--- src/rtl/apb2axi_rd_txn_tracker_if.sv ---
// Bus bundle for the read transaction tracker: observed AR issue, the AXI R channel
// and the per-burst completion record. The master side drives stimulus, the slave side is the tracker.
interface apb2axi_rd_txn_tracker_if #(
  parameter int AXI_ID_W = 4,
  parameter int LEN_W    = 4
);
  logic                ar_fire;
  logic [AXI_ID_W-1:0] ar_id;
  logic [LEN_W-1:0]    ar_len;
  logic                rvalid;
  logic [AXI_ID_W-1:0] rid;
  logic [1:0]          rresp;
  logic                rlast;
  logic                rready;
  logic                cmpl_valid;
  logic                cmpl_ready;
  logic [AXI_ID_W-1:0] cmpl_tag;
  logic [1:0]          cmpl_resp;
  logic                cmpl_len_err;

  modport master (
    output ar_fire, ar_id, ar_len, rvalid, rid, rresp, rlast, cmpl_ready,
    input  rready, cmpl_valid, cmpl_tag, cmpl_resp, cmpl_len_err
  );

  modport slave (
    input  ar_fire, ar_id, ar_len, rvalid, rid, rresp, rlast, cmpl_ready,
    output rready, cmpl_valid, cmpl_tag, cmpl_resp, cmpl_len_err
  );
endinterface

--- src/rtl/apb2axi_rd_txn_tracker.sv ---
// Outstanding-read tracker: throttles request pops, tracks each AR by ID, counts and
// checks R beats, merges responses and emits one completion record per burst.
module apb2axi_rd_txn_tracker #(
  parameter int AXI_ID_W        = 4,
  parameter int MAX_OUTSTANDING = 4,
  parameter int LEN_W           = 4,
  parameter int CNT_W           = $clog2(MAX_OUTSTANDING + 1)
) (
  input  logic                          aclk,
  input  logic                          aresetn,
  apb2axi_rd_txn_tracker_if.slave       bus,
  output logic                          pop_allow,
  output logic [CNT_W-1:0]              outstanding_cnt,
  output logic                          err_dup_id,
  output logic                          err_unexp_r
);

  localparam int                DEPTH     = 1 << AXI_ID_W;
  localparam logic [CNT_W-1:0]  CNT_MAX   = '1;
  localparam logic [CNT_W-1:0]  CNT_ONE   = CNT_W'(1);
  localparam logic [CNT_W-1:0]  CNT_LIMIT = CNT_W'(MAX_OUTSTANDING);
  localparam logic [LEN_W:0]    BEAT_ONE  = (LEN_W + 1)'(1);

  logic             vld      [DEPTH];
  logic [LEN_W-1:0] exp_len  [DEPTH];
  logic [LEN_W:0]   beat_cnt [DEPTH];
  logic [1:0]       resp_acc [DEPTH];
  logic             len_err  [DEPTH];

  logic             r_fire;
  logic             r_hit;
  logic             r_done;
  logic             ar_ok;
  logic [LEN_W:0]   cur_beats;
  logic [LEN_W:0]   nxt_beats;
  logic [LEN_W:0]   exp_beats;
  logic [1:0]       nxt_resp;
  logic             nxt_len_err;

  assign bus.rready = !bus.cmpl_valid || bus.cmpl_ready;
  assign pop_allow  = outstanding_cnt < CNT_LIMIT;
  assign r_fire     = bus.rvalid && bus.rready;
  assign r_hit      = r_fire && vld[bus.rid];
  assign r_done     = r_hit && bus.rlast;
  // An AR on the ID completing this very cycle re-arms it instead of flagging a duplicate.
  assign ar_ok      = bus.ar_fire && (!vld[bus.ar_id] || (r_done && (bus.rid == bus.ar_id)));

  always_comb begin
    cur_beats   = beat_cnt[bus.rid];
    exp_beats   = (LEN_W + 1)'(exp_len[bus.rid]) + BEAT_ONE;
    nxt_beats   = cur_beats + BEAT_ONE;
    nxt_resp    = (bus.rresp > resp_acc[bus.rid]) ? bus.rresp : resp_acc[bus.rid];
    nxt_len_err = len_err[bus.rid] |
                  (bus.rlast ? (nxt_beats != exp_beats) : (cur_beats == exp_beats));
  end

  // Beat update first, then AR write, so a same-ID re-arm overrides the retired entry.
  always_ff @(posedge aclk) begin
    if (!aresetn) begin
      for (int i = 0; i < DEPTH; i++) begin
        vld[i]      <= 1'b0;
        exp_len[i]  <= '0;
        beat_cnt[i] <= '0;
        resp_acc[i] <= 2'b00;
        len_err[i]  <= 1'b0;
      end
    end else begin
      if (r_hit) begin
        beat_cnt[bus.rid] <= nxt_beats;
        resp_acc[bus.rid] <= nxt_resp;
        len_err[bus.rid]  <= nxt_len_err;
        if (bus.rlast)
          vld[bus.rid] <= 1'b0;
      end
      if (ar_ok) begin
        vld[bus.ar_id]      <= 1'b1;
        exp_len[bus.ar_id]  <= bus.ar_len;
        beat_cnt[bus.ar_id] <= '0;
        resp_acc[bus.ar_id] <= 2'b00;
        len_err[bus.ar_id]  <= 1'b0;
      end
    end
  end

  always_ff @(posedge aclk) begin
    if (!aresetn) begin
      outstanding_cnt <= '0;
    end else if (ar_ok && !r_done) begin
      if (outstanding_cnt != CNT_MAX)
        outstanding_cnt <= outstanding_cnt + CNT_ONE;
    end else if (r_done && !ar_ok) begin
      if (outstanding_cnt != '0)
        outstanding_cnt <= outstanding_cnt - CNT_ONE;
    end
  end

  always_ff @(posedge aclk) begin
    if (!aresetn) begin
      bus.cmpl_valid   <= 1'b0;
      bus.cmpl_tag     <= '0;
      bus.cmpl_resp    <= 2'b00;
      bus.cmpl_len_err <= 1'b0;
    end else if (r_done) begin
      bus.cmpl_valid   <= 1'b1;
      bus.cmpl_tag     <= bus.rid;
      bus.cmpl_resp    <= nxt_resp;
      bus.cmpl_len_err <= nxt_len_err;
    end else if (bus.cmpl_ready) begin
      bus.cmpl_valid   <= 1'b0;
    end
  end

  always_ff @(posedge aclk) begin
    if (!aresetn) begin
      err_dup_id  <= 1'b0;
      err_unexp_r <= 1'b0;
    end else begin
      err_dup_id  <= bus.ar_fire && !ar_ok;
      err_unexp_r <= r_fire && !vld[bus.rid];
    end
  end

endmodule

--- src/flat_wrapper.sv ---
// flat-port wrapper written by rule: the top's interface ports become plain ports
module apb2axi_rd_txn_tracker_flat 
#(
  parameter int AXI_ID_W        = 4,
  parameter int MAX_OUTSTANDING = 4,
  parameter int LEN_W           = 4,
  parameter int CNT_W           = $clog2(MAX_OUTSTANDING + 1)
)
  (aclk, aresetn, pop_allow, outstanding_cnt, err_dup_id, err_unexp_r, bus_ar_fire, bus_ar_id, bus_ar_len, bus_rvalid, bus_rid, bus_rresp, bus_rlast, bus_cmpl_ready, bus_rready, bus_cmpl_valid, bus_cmpl_tag, bus_cmpl_resp, bus_cmpl_len_err);
  apb2axi_rd_txn_tracker_if #(.AXI_ID_W(AXI_ID_W), .LEN_W(LEN_W)) bus_i ();
  input  logic aclk;
  input  logic aresetn;
  output logic pop_allow;
  output logic [CNT_W-1:0] outstanding_cnt;
  output logic err_dup_id;
  output logic err_unexp_r;
  input wire logic [$bits(bus_i.ar_fire)-1:0] bus_ar_fire;
  input wire logic [$bits(bus_i.ar_id)-1:0] bus_ar_id;
  input wire logic [$bits(bus_i.ar_len)-1:0] bus_ar_len;
  input wire logic [$bits(bus_i.rvalid)-1:0] bus_rvalid;
  input wire logic [$bits(bus_i.rid)-1:0] bus_rid;
  input wire logic [$bits(bus_i.rresp)-1:0] bus_rresp;
  input wire logic [$bits(bus_i.rlast)-1:0] bus_rlast;
  input wire logic [$bits(bus_i.cmpl_ready)-1:0] bus_cmpl_ready;
  output wire logic [$bits(bus_i.rready)-1:0] bus_rready;
  output wire logic [$bits(bus_i.cmpl_valid)-1:0] bus_cmpl_valid;
  output wire logic [$bits(bus_i.cmpl_tag)-1:0] bus_cmpl_tag;
  output wire logic [$bits(bus_i.cmpl_resp)-1:0] bus_cmpl_resp;
  output wire logic [$bits(bus_i.cmpl_len_err)-1:0] bus_cmpl_len_err;
  assign bus_i.ar_fire = bus_ar_fire;
  assign bus_i.ar_id = bus_ar_id;
  assign bus_i.ar_len = bus_ar_len;
  assign bus_i.rvalid = bus_rvalid;
  assign bus_i.rid = bus_rid;
  assign bus_i.rresp = bus_rresp;
  assign bus_i.rlast = bus_rlast;
  assign bus_i.cmpl_ready = bus_cmpl_ready;
  assign bus_rready = bus_i.rready;
  assign bus_cmpl_valid = bus_i.cmpl_valid;
  assign bus_cmpl_tag = bus_i.cmpl_tag;
  assign bus_cmpl_resp = bus_i.cmpl_resp;
  assign bus_cmpl_len_err = bus_i.cmpl_len_err;
  apb2axi_rd_txn_tracker #(.AXI_ID_W(AXI_ID_W), .MAX_OUTSTANDING(MAX_OUTSTANDING), .LEN_W(LEN_W), .CNT_W(CNT_W)) u_core (.aclk(aclk), .aresetn(aresetn), .bus(bus_i), .pop_allow(pop_allow), .outstanding_cnt(outstanding_cnt), .err_dup_id(err_dup_id), .err_unexp_r(err_unexp_r));
endmodule
--- config.mk ---
export PLATFORM = sky130hd
export DESIGN_NAME = apb2axi_rd_txn_tracker_flat
export DESIGN_NICKNAME = d
export VERILOG_FILES = /design/src/rtl/apb2axi_rd_txn_tracker_if.sv /design/src/rtl/apb2axi_rd_txn_tracker.sv /design/src/flat_wrapper.sv
export SDC_FILE = /design/constraint.sdc
export NUM_CORES = 1
export LEC_CHECK = 0
export BUFFER_PORTS_ARGS = -buffer_cell sky130_fd_sc_hd__buf_2
export CORE_ASPECT_RATIO = 0.9
export CORE_UTILIZATION = 55
export CTS_CLUSTER_SIZE = 25
export DETAILED_ROUTE_END_ITERATION = 10
export GPL_ROUTABILITY_DRIVEN = 0
export HOLD_SLACK_MARGIN = 0.15
export PLACE_DENSITY = 0.73
export SYNTH_ARGS = -nofsm -noshare
export SYNTH_HDL_FRONTEND = slang
export SYNTH_SLANG_ARGS = --single-unit
--- constraint.sdc ---
create_clock -name aclk -period 8.42 [get_ports aclk]
set_input_delay 1.263 -clock aclk [delete_from_list [all_inputs] [get_ports aclk]]
set_output_delay 1.263 -clock aclk [all_outputs]
set_load 0.02 [all_outputs]
# Word-level counts from Yosys, hierarchy flattened
# Memories as Yosys holds them, arrays and structs flattened.
# Cells that the tools add are included.
# op_classes
n_addsub	4
order_cmp	2
n_eq_ne	5
n_mux	46
bitwise	1
n_reduce_logical	30
# ops
cell	n
$mux W4	10
$mux W1	27
$mux W3	4
$mux W5	2
$reduce_or A5 Y1	2
$logic_and A1 B1 Y1	9
$mux W2	3
$reduce_bool A2 Y1	3
$add A4 B1 Y5 const B	1
$add A5 B1 Y5 const B	1
$eq A5 B5 Y1	1
$logic_not A1 Y1	5
$ne A5 B5 Y1	1
$eq A4 B4 Y1	1
$reduce_or A1 Y1	4
$reduce_or A2 Y1	2
$reduce_or A4 Y1	1
$add A3 B1 Y3 const B	1
$lt A3 B3 Y1 const B	1
$ne A3 B3 Y1 const B	1
$reduce_and A3 Y1	1
$reduce_bool A3 Y1	1
$sub A3 B1 Y3 const B	1
$gt A2 B2 Y1	1
other kinds (3)	4
# word_totals
ff_bits	13
mem_bits_rw	208
word_cells	100
memories	5
# mem_list
name	depth	word_bits	rd	rd_clocked_by_memory_dff	wr	line	text
u_core.beat_cnt	16	5	1	0	16	apb2axi_rd_txn_tracker.sv:26	logic [LEN_W:0] beat_cnt [DEPTH];
u_core.exp_len	16	4	1	0	16	apb2axi_rd_txn_tracker.sv:25	logic [LEN_W-1:0] exp_len [DEPTH];
u_core.resp_acc	16	2	1	0	16	apb2axi_rd_txn_tracker.sv:27	logic [1:0] resp_acc [DEPTH];
u_core.len_err	16	1	1	0	16	apb2axi_rd_txn_tracker.sv:28	logic len_err [DEPTH];
u_core.vld	16	1	2	0	16	apb2axi_rd_txn_tracker.sv:24	logic vld [DEPTH];

# Depth between registers and ports, before layout
# depth
word_depth	13
mapped_depth	18
ltp_nobuf	13

# Worst setup path before layout
# Ideal clock, no wire load.
# synth_path
path_kind	input to register
start	input port bus_rid[0]
end	memory u_core.resp_acc[12][0]
arrival_time_ps	4730
required_time_ps	8288
slack_ps	3558
path_stages	18
cell_sequence	buf_6 -> buf_12 -> buf_4 -> buf_2 -> clkbuf_1 -> mux4_2 -> mux4_2 -> inv_1 -> ha_1 -> nor2_1 -> nor2_1 -> o32ai_1 -> a31o_2 -> buf_2 -> buf_2 -> nor2_1 -> a31oi_1 -> nor2_1
# synth_rtl
item	line	text
start: declaration	flat_wrapper.sv:21	input wire logic [$bits(bus_i.rid)-1:0] bus_rid;
end: declaration	apb2axi_rd_txn_tracker.sv:27	

==> run_results.csv <==
group,metric,value,unit
final_layout,fin_area,0.0119,mm2
detailed_routing,vias,8890,
clock_tree,h-tree-depth,1,
floorplanning,start_util,56.7,%
floorplanning,fp-row-count,48,
global_route,antenna_found_initial,0,
setup_path,cp_slowest_cell,"o41ai_4",
setup_path,arrival,5970,ps
timing,setup_viol,0,
global_route,overflow,0,
timing,fin_crit_sh,66.9,%
clock_tree,clkLatencyLatePin,530,ps
detailed_routing,viasPerCell,6.59,
status,status,"finished, final reports clean",
setup_path,start_kind,"primary input",
global_route,grt_max_degree,90,
final_layout,num_antenna_cells,0,
power,seqPwrFrac,45.8,%
power,p_leak,4.61,nW
global_route,grt_usage,30.1,%
global_route,grt_pass1_wl,46.6,mm
power,internal_power,1.86,mW
detailed_routing,ant_nets,0,
setup_path,reg2regPathDepth,11,
clock_tree,cts_sinks,221,
global_route,grt_pass1_vias,8070,
setup_path,cp.required,8760,ps
synthesis,avgSynthCellArea,9.86,um2
detailed_routing,wl_per_cell,22.5,um
placement,place_area,0.0111,mm2
synthesis,dominantRegCellSynth,"dfxtp_1",
timing,hold_viol_final,0,
clock_tree,clk_pin_slew_worst_paths,60,ps
final_layout,final_nets,1107,
clock_tree,cts_tree,"done",
synthesis,postSynthCellCount,1113,
synthesis,yosysSeqAreaShare,46.2,%
timing,max_freq,178,MHz
synthesis,yosys_warnings,0,
power,swShare,23.6,%
setup_path,worstPathMaxFanout,33,
setup_path,setup.worst_path.end_class,"register",
synthesis,synth.distinct_cells,70,
setup_path,critPathMaxStageDelay,1020,ps
synthesis,async_flop_share,0,%
power,clkPwrFrac,47.4,%
timing,tightest_slew,1240,ps
synthesis,synth_nets,1139,
final_layout,fin_cells,1349,
timing,period_minus_slack,5630,ps
placement,port_buffers,34,
final_layout,layout-drive-gt1-share,15.1,%
final_layout,syn2layout_area_growth,8.79,%
clock_tree,clockRootBuffer,"clkbuf_16",
clock_tree,cts_setup_buffers,0,
clock_tree,cts.path.max_buffers,3,
detailed_routing,drc,0,
setup_path,path_cells,"buf_4, buf_4, mux4_2, a22oi_1, nand2_1, ha_1, nor2b_1, mux2_2, or2_1, o211ai_1, a31oi_2, o41ai_4, a311oi_1",
clock_tree,ctsResizeCount,0,
setup_path,crit_type,"primary input to register",
timing,tns,0,ps
job,drv_cap,0,
power,power,2.43,mW
power,p_per_area,204,mW/mm2
synthesis,yosys-top-cells-area,"dfxtp_1, edfxtp_1, mux4_2",
floorplanning,io_pins,35,
clock_tree,cts_hold_buf,0,
power,p_switching,0.575,mW
synthesis,synth_top_area_share,28.6,%
timing,slew_headroom,17.3,%
power,ir_worst_vdd,0.249,mV
synthesis,yosysTopAreaCell,"dfxtp_1",
min_path,hold_class,"register to register",
floorplanning,die_h,136,um
synthesis,ys_ff_latch,221,
floorplanning,dieArea,0.0205,mm2
min_path,min_path_cells,2,
synthesis,synth_edf_count,64,
timing,slew_violations,0,
timing,fin_skew,13.7,ps
detailed_routing,wirelength,30.3,mm
placement,dp_hpwl,19.5,mm
placement,dp_cells,1305,
synthesis,syn_area,0.0110,mm2
power,combPwrFrac,6.8,%
timing,rsz0062_at_grt,"false",
floorplanning,die_w,151,um
floorplanning,core_region_area,0.0193,mm2
clock_tree,numCtsBuffers,24,
setup_path,timing.critical_path.mode_cell,"buf_4",
detailed_routing,first_pass_iters,6,
detailed_routing,drt_iter0_markers,984,
==> layout by cell type (no fill, tap or decap), types with 4 or more instances in the layout <==
cell       netlist  routed
nand4_1         10      10
a31oi_1         94      94
a31o_2           5       5
o21ai_0         39      39
mux2i_1          8       8
edfxtp_1        64      64
a22oi_1         14      14
nand2b_1        10      10
nand3_1         33      33
nor2b_1          5       5
a311oi_2         6       6
and3_1           5       5
buf_2           19      32
clkbuf_16        0      27
xor2_1           6       6
buf_4            8      14
mux4_2          49      49
a311oi_1         7       7
nand2_1         65      65
mux2_2           4       4
nor3_1           8       8
dfxtp_1        157     157
and2_1          69      69
a21oi_1         36      36
o211ai_1        12      12
mux4_1          10      10
ha_1             5       5
nor2_1         221     221
inv_1           17      17
==> routing by layer <==
| layer | vias to the layer above | share of wire (%) | routed length [um] | track usage (%) |
|---|---|---|---|---|
| li1 | 3997 | - | - | - |
| met1 | 4310 | 42 | 12600 | 42.8 |
| met2 | 520 | 45 | 13600 | 46.5 |
| met3 | 63 | 11 | 3370 | 6.51 |
| met4 | 0 | 2.1 | 641 | 8.28 |
| met5 | - | 0 | 0 | 0 |
==> worst paths after layout <==
check             slack (ps)                                 start                                    to
setup / recovery        2790                            bus_rid[0]          u_core.len_err[1]$_SDFF_PP0_
hold / removal           450  u_core.bus.cmpl_len_err$_SDFFE_PN0P_  u_core.bus.cmpl_len_err$_SDFFE_PN0P_
setup reg to reg        4080    u_core.beat_cnt[5][0]$_SDFFE_PP0P_          u_core.len_err[1]$_SDFF_PP0_
hold reg to reg          450  u_core.bus.cmpl_len_err$_SDFFE_PN0P_  u_core.bus.cmpl_len_err$_SDFFE_PN0P_
==> state kept, by name (all words and copies together) (netlist names) <==
| signal | flops |
|---|---|
| u_core.beat_cnt | 80 |
| u_core.exp_len | 64 |
| u_core.resp_acc | 32 |
| u_core.len_err | 16 |
| u_core.vld | 16 |
| u_core.bus.cmpl_tag | 4 |
| u_core.outstanding_cnt | 3 |
| u_core.bus.cmpl_resp | 2 |
| u_core.bus.cmpl_len_err | 1 |
| u_core.bus.cmpl_valid | 1 |
| u_core.err_dup_id | 1 |
| u_core.err_unexp_r | 1 |
==> per-stage QoR <==
| stage | hold WS (ps) | setup WS, ps | util [%] |
|---|---|---|---|
| after floorplan | 443 | 3560 | - |
| after global placement | 442 | 2480 | 57.2 |
| after detailed placement | 446 | 2380 | 57.2 |
| after CTS | 454 | 2890 | 61.7 |
| after global routing | 477 | 2540 | 61.7 |
| final | 448 | 2790 | 61.7 |
==> Yosys cell counts, drive strengths merged (3+ instances only) <==
| cell | instances |
|---|---|
| and3 | 6 |
| and4 | 3 |
| a31o | 6 |
| a21oi | 36 |
| xor2 | 6 |
| nand2b | 10 |
| a31oi | 95 |
| a22oi | 15 |
| nand4 | 10 |
| clkbuf | 65 |
| nand2 | 67 |
| and2 | 69 |
| mux4 | 60 |
| nor4 | 3 |
| nor2b | 5 |
| mux2i | 9 |
| mux2 | 4 |
| o311ai | 3 |
| ha | 5 |
| nor2 | 222 |
| buf | 39 |
| edfxtp | 64 |
| a311oi | 13 |
| a211oi | 3 |
| o21ai | 40 |
| o211ai | 12 |
| nor3 | 8 |
| xnor2 | 5 |
| inv | 17 |
| nand3 | 33 |
| dfxtp | 157 |
==> power by group through the flow <==
stage | combinational (mW) | clock (mW) | sequential [mW]
6_report | 0.166 | 1.15 | 1.11
5_1_grt | 0.177 | 1.20 | 1.11
4_1_cts | 0.163 | 1.16 | 1.11
2_1_floorplan | 0.121 | 0 | 1.14
3_3_place_gp | 0.160 | 0 | 1.14
3_5_place_dp | 0.162 | 0 | 1.14
==> cells by family (layout without fill, tap and decap cells) <==
logic type | after synthesis | in the layout | synth area share (%)
simple gates | 443 | 443 | 18.4
compound gates | 237 | 237 | 14.5
flops | 221 | 221 | 46.2
buf+inv | 122 | 108 | 5.10
mux | 73 | 73 | 13.9
xor+xnor | 11 | 11 | 1.12
fa+ha+maj | 6 | 6 | 0.753
==> layout make-up <==
cell class	instances	area, um2
Clock buffer	33	723
Clock inverter	11	155
Fill cell	1596	7400
Inverter	18	67.6
Multi-Input combinational cell	770	5350
Sequential cell	221	5060
Tap cell	250	313
Timing Repair Buffer	46	265
==> worst max-delay path, delay by kind of cell <==
kind / cells / cell delay [ps]
and+or+nand+nor: 3 / 540
adders and majority gates: 1 / 270
muxes: 2 / 890
AOI/OAI and AO/OA: 5 / 1870
buffers and inverters: 2 / 1080
Note: power is estimated with default switching activity, not from simulation.
